## src/rtl/wb_regfile_write_scheduler.sv

```systemverilog
// Write-back scheduler: queues main/third bus results and retires them in order
// through the register file's single write port, with forwarding lookup.
`ifndef Def_RegisterSelectWidth
`define Def_RegisterSelectWidth 5
`endif
`ifndef WordWidth
`define WordWidth 32
`endif

module wb_regfile_write_scheduler #(
  parameter int DEPTH = 4,
  parameter int PTR_W = 2
) (
  input  logic                                clock,
  input  logic                                reset,
  input  logic                                in_WBWriteEnable,
  input  logic                                in_MainWriteEnable,
  input  logic [`Def_RegisterSelectWidth-1:0] in_MainWriteRegister,
  input  logic [`WordWidth-1:0]               in_MainWriteResult,
  input  logic                                in_ThirdWriteEnable,
  input  logic [`Def_RegisterSelectWidth-1:0] in_ThirdWriteRegister,
  input  logic [`WordWidth-1:0]               in_ThirdWriteResult,
  input  logic                                in_RegFileReady,
  input  logic [`Def_RegisterSelectWidth-1:0] in_LookupRegister,
  output logic                                out_WBCanGo,
  output logic                                out_RegWriteEnable,
  output logic [`Def_RegisterSelectWidth-1:0] out_RegWriteNumber,
  output logic [`WordWidth-1:0]               out_RegWriteBus,
  output logic                                out_LookupHit,
  output logic [`WordWidth-1:0]               out_LookupData,
  output logic [PTR_W:0]                      out_Count
);

  localparam int CNT_W = PTR_W + 1;

  logic [`Def_RegisterSelectWidth-1:0] entryReg_q  [DEPTH];
  logic [`WordWidth-1:0]               entryData_q [DEPTH];
  logic [DEPTH-1:0]                    valid_q;
  logic [PTR_W-1:0]                    head_q, head_d, tail_q, tail_d, thirdSlot;
  logic [CNT_W-1:0]                    count_q, count_d;
  logic [`Def_RegisterSelectWidth-1:0] lastReg_q;
  logic [`WordWidth-1:0]               lastData_q;
  logic                                accept, pushMain, pushThird, pop;
  logic [PTR_W-1:0]                    idx;

  // Acceptance looks only at registered occupancy; a same-cycle pop earns no credit.
  always_comb begin
    out_WBCanGo = (count_q <= CNT_W'(DEPTH - 2));
    accept      = in_WBWriteEnable && out_WBCanGo;
    pushMain    = accept && in_MainWriteEnable;
    pushThird   = accept && in_ThirdWriteEnable;
    pop         = (count_q != '0) && in_RegFileReady;
    thirdSlot   = tail_q + PTR_W'(pushMain);
    tail_d      = tail_q + PTR_W'(pushMain) + PTR_W'(pushThird);
    head_d      = head_q + PTR_W'(pop);
    count_d     = count_q + CNT_W'(pushMain) + CNT_W'(pushThird) - CNT_W'(pop);
  end

  always_ff @(posedge clock) begin
    if (!reset) begin
      head_q     <= '0;
      tail_q     <= '0;
      count_q    <= '0;
      valid_q    <= '0;
      lastReg_q  <= '0;
      lastData_q <= '0;
    end else begin
      head_q  <= head_d;
      tail_q  <= tail_d;
      count_q <= count_d;
      if (count_q != '0) begin
        lastReg_q  <= entryReg_q[head_q];
        lastData_q <= entryData_q[head_q];
      end
      if (pop)       valid_q[head_q]    <= 1'b0;
      if (pushMain)  valid_q[tail_q]    <= 1'b1;
      if (pushThird) valid_q[thirdSlot] <= 1'b1;
    end
  end

  // Payload storage needs no reset: the valid bits and count gate every use of it.
  always_ff @(posedge clock) begin
    if (pushMain) begin
      entryReg_q[tail_q]  <= in_MainWriteRegister;
      entryData_q[tail_q] <= in_MainWriteResult;
    end
    if (pushThird) begin
      entryReg_q[thirdSlot]  <= in_ThirdWriteRegister;
      entryData_q[thirdSlot] <= in_ThirdWriteResult;
    end
  end

  always_comb begin
    out_RegWriteEnable = (count_q != '0);
    out_RegWriteNumber = out_RegWriteEnable ? entryReg_q[head_q]  : lastReg_q;
    out_RegWriteBus    = out_RegWriteEnable ? entryData_q[head_q] : lastData_q;
    out_Count          = count_q;
  end

  // Walk from oldest to youngest so the last match is the youngest write.
  always_comb begin
    out_LookupHit  = 1'b0;
    out_LookupData = '0;
    idx            = '0;
    for (int i = 0; i < DEPTH; i++) begin
      idx = head_q + PTR_W'(i);
      if (valid_q[idx] && (entryReg_q[idx] == in_LookupRegister)) begin
        out_LookupHit  = 1'b1;
        out_LookupData = entryData_q[idx];
      end
    end
  end

endmodule

```

## config.mk

```make
export PLATFORM = sky130hd
export DESIGN_NAME = wb_regfile_write_scheduler
export DESIGN_NICKNAME = d
export VERILOG_FILES = /design/src/rtl/wb_regfile_write_scheduler.sv
export SDC_FILE = /design/constraint.sdc
export NUM_CORES = 1
export LEC_CHECK = 0
export ABC_CLOCK_PERIOD_IN_PS = 6100
export BUFFER_PORTS_ARGS = -buffer_cell sky130_fd_sc_hd__clkbuf_2
export CAP_MARGIN = 15
export CORE_MARGIN = 2
export CORE_UTILIZATION = 51
export DETAILED_ROUTE_END_ITERATION = 12
export GPL_TIMING_DRIVEN = 0
export PLACE_DENSITY = 0.71
export SYNTH_ARGS = -nofsm -noshare
export SYNTH_HDL_FRONTEND = slang
export SYNTH_SLANG_ARGS = --single-unit
```

## constraint.sdc

```tcl
create_clock -name clock -period 6.1 [get_ports clock]
set_input_delay 1.22 -clock clock [delete_from_list [all_inputs] [get_ports clock]]
set_output_delay 1.22 -clock clock [all_outputs]
set_load 0.01 [all_outputs]
```

==> reports/metrics.cfg <==
[cells_and_area]
n_fill_cell = 2100
design_area_mm2 = 0.01549
layout-drive-gt1-share_pct = 51.84
area_growth_pct = 14.30
layout.area.seq_mm2 = 0.005405
final_nets = 1227
multi_input_area_mm2 = 0.007681
postLayoutCoreUtil_pct = 59.44

[logic_synthesis]
syn_area_per_cell_um2 = 14.22
synth_edf_count = 148
synth_fa_ha_area_share_pct = 1.127
seq_area_frac_synth_pct = 39.89
synthXorXnorAreaFrac_pct = 1.616
synth_top_family_by_area = multiplexers
synth_top_flop_cell = edfxtp_1
synthCells = 953
synth_cell_type_count = 44
synth_area_mm2 = 0.01355
synth_compound_area_share_pct = 5.042
synth_simple_gate_area_share_pct = 6.824
async_flop_share_pct = 0
synth_nets = 1049
synth_seq_cells = 196
synth.area.mux_share_pct = 41.95
yosysWarnings = 0

[timing]
finalCriticalPeriod_ns = 5.898
fin_crit_sh_pct = 96.69
finClkSkew_ns = 0.008741
fmax_mhz = 169.6
timing.hold.ws_ns = 0.5812
finalMaxSlewViolations = 0
timing_hold_violations_final = 0
worstMarginPinSlew_ns = 1.014
setup_viol = 0
rsz0062_at_grt = no
slew_headroom_pct = 32.41

[setup_path]
slowest_stage = buf_4
crit_top_cell = buf_2
cpLargestDelayFamily = buffers and inverters
slowest_delay_ns = 0.42
ff2ff_setup_slack_ns = 2.40
path_cells = buf_2 -> buf_4 -> inv_1 -> ha_1 -> buf_4 -> buf_2 -> mux4_2 -> xnor2_1 -> nand4_1 -> o22ai_2 -> buf_2 -> o221ai_1 -> clkbuf_2
startpoint_type = flip-flop
worst-path-max-fanout = 19
startpoint = head_q[1]$_SDFF_PN0_
arrival_ns = 4.68
r2r_start = out_Count[1]$_SDFF_PN0_
required_ns = 4.88
critPathBufInv = 7
cp-end-kind = output pin
crit_type = reg2out

[job]
maxCapViolCount = 0

[drt]
drtIter0Drc = 799
dr.pass1.iters = 5
routed_wl_mm = 37.78
ant_nets = 0
avgViaCountPerCell = 6.429
wl_per_cell_um = 25.46
drcViolationCount = 0
vias = 9540

[global_route]
grt_util_all_layers_pct = 27.30
grt_pass1_vias = 9268
grt_max_degree = 24
grt_pass1_wl_mm = 56.93
grt_antenna_before_repair = 5
grt_overflow = 0

[clock_network]
cts_tree = yes
root_buffer = clkbuf_16
clk_pin_slew_worst_paths_ns = 0.07
clockBufferDepth = 2
numCtsBuffers = 17
clk-insertion-delay-late_ns = 0.45
cts_num_sinks = 196
htree_levels = 4

[floorplanning]
dieArea_mm2 = 0.02789
core_mm2 = 0.02606
floorplan.initialDensity_pct = 52.00
io_pins = 160
chipWidth_um = 167
die_h_um = 167
rows = 59

[status]
status = completed

[hold_path]
hold_start = lastReg_q[3]$_SDFF_PN0_
hold_class = reg2reg

[power_and_ir_drop]
p_per_area_mw_per_mm2 = 387.6
max-vdd-ir-drop_v = 0.0002116
p_leak_nw = 5.225

[place]
io_buffers = 155
dpl.hpwl_mm = 26.29
place_congestion = 0.8163
place_area_mm2 = 0.01487

-- metal layers --
layer | vias up | global-route usage, % | share of wire, %
met5 | - | 0 | 0
met4 | 0 | 9.408 | 2.5
met3 | 71 | 4.848 | 8.2
met2 | 449 | 44.39 | 49
met1 | 4882 | 37.30 | 40
li1 | 4138 | - | -
-- layout make-up --
type,instances,share of cell area [%]
Clock inverter,10,0.6301
Clock buffer,22,3.134
Buffer,81,2.553
Sequential cell,196,34.90
Antenna cell,5,0.08078
Multi-Input combinational cell,651,49.59
Inverter,23,0.5736
Timing Repair Buffer,161,5.832
Tap cell,335,2.706
-- logic make-up (layout without fill, tap and decap cells) --
group,after synthesis,in the layout
AO/OA/AOI/OAI,66,66
XOR/XNOR,25,25
adder cells (fa/ha/maj),11,11
buffers and inverters,106,297
flip-flops,196,196
multiplexers,360,360
other,0,5
AND/OR/NAND/NOR,189,189
-- registers in the layout (all words and copies together) (netlist names) --
name	count
lastData_q	32
tail_q	2
valid_q	4
out_Count	3
lastReg_q	5
entryReg_q	20
entryData_q	128
head_q	2
-- final timing paths --
check	end	cells after the start
worst max-delay path	out_LookupData[1]	13
worst min-delay path	lastReg_q[3]$_SDFF_PN0_	2
worst max register to register	entryData_q[1][30]$_DFFE_PP_	11
worst min register to register	lastReg_q[3]$_SDFF_PN0_	2
-- cells in the mapped netlist, drive strengths merged, types with 2 or more instances --
master  number  area (µm²)
mux2i       38       380.4
a31o         2       17.52
fa           2       40.04
edfxtp     148        4444
and2        43       269.0
ha           9       112.6
xor2         8       70.07
o21ai       15       82.58
o21a         2       15.01
o22ai        3       25.02
inv         23       88.84
o221ai      32       461.7
nor4         2       27.53
buf         45       250.2
nand3        4       20.02
mux2       173        1948
nor2        19       73.82
nor3         4       20.02
a21oi        4       20.02
a21boi       2       15.01
nand2       88       330.3
o211ai       2       15.01
nand4        2       12.51
mux4       149        3356
xnor2       17       148.9
nor2b       24       150.1
clkbuf      38       142.6
dfxtp       48       960.9
-- timing repair --
item / in CTS / in global routing
resized for setup: 8 / 0
buffers inserted: 1 / 0
setup endpoints to repair: 33 / 0
hold buffers: 0 / 0
-- cells in the final DEF (no fill, tap or decap), types with 4 or more instances in the layout --
cell type,n
mux2_2,173
clkbuf_2,157
mux4_2,149
edfxtp_1,148
nand2_1,88
dfxtp_1,48
and2_1,43
mux2i_1,38
clkbuf_1,37
buf_2,29
o221ai_2,29
nor2b_1,24
inv_1,22
nor2_1,18
clkbuf_16,18
xnor2_1,17
o21ai_0,13
ha_1,9
xor2_1,8
buf_1,6
diode_2,5
buf_6,5
buf_12,5
nor3_1,4
buf_4,4
nand3_1,4
a21oi_1,4
-- where the power goes --
| group | switching, mW | internal [mW] |
|---|---|---|
| Sequential | 0.162 | 1.74 |
| Combinational | 1.48 | 1.47 |
| Clock | 0.536 | 0.614 |
| Total | 2.18 | 3.82 |
-- per-stage QoR --
stage	total power, mW	setup TNS (ns)	cells	setup slack (ns)
2_1_floorplan	3.997	0	953	1.046
3_3_place_gp	4.811	-17.14	1443	-0.6403
3_5_place_dp	4.887	-18.48	1448	-0.6589
4_1_cts	6.025	0	1479	0.2831
5_1_grt	6.295	0	1481	0.05395
6_report	6.003	0	1484	0.2020
-- worst min-delay path: stages, from the launching register on --
cell	delay, ns
dfxtp_1	0.30
mux2_2	0.14
and2_1	0.11
(Power assumes the default switching activity.)
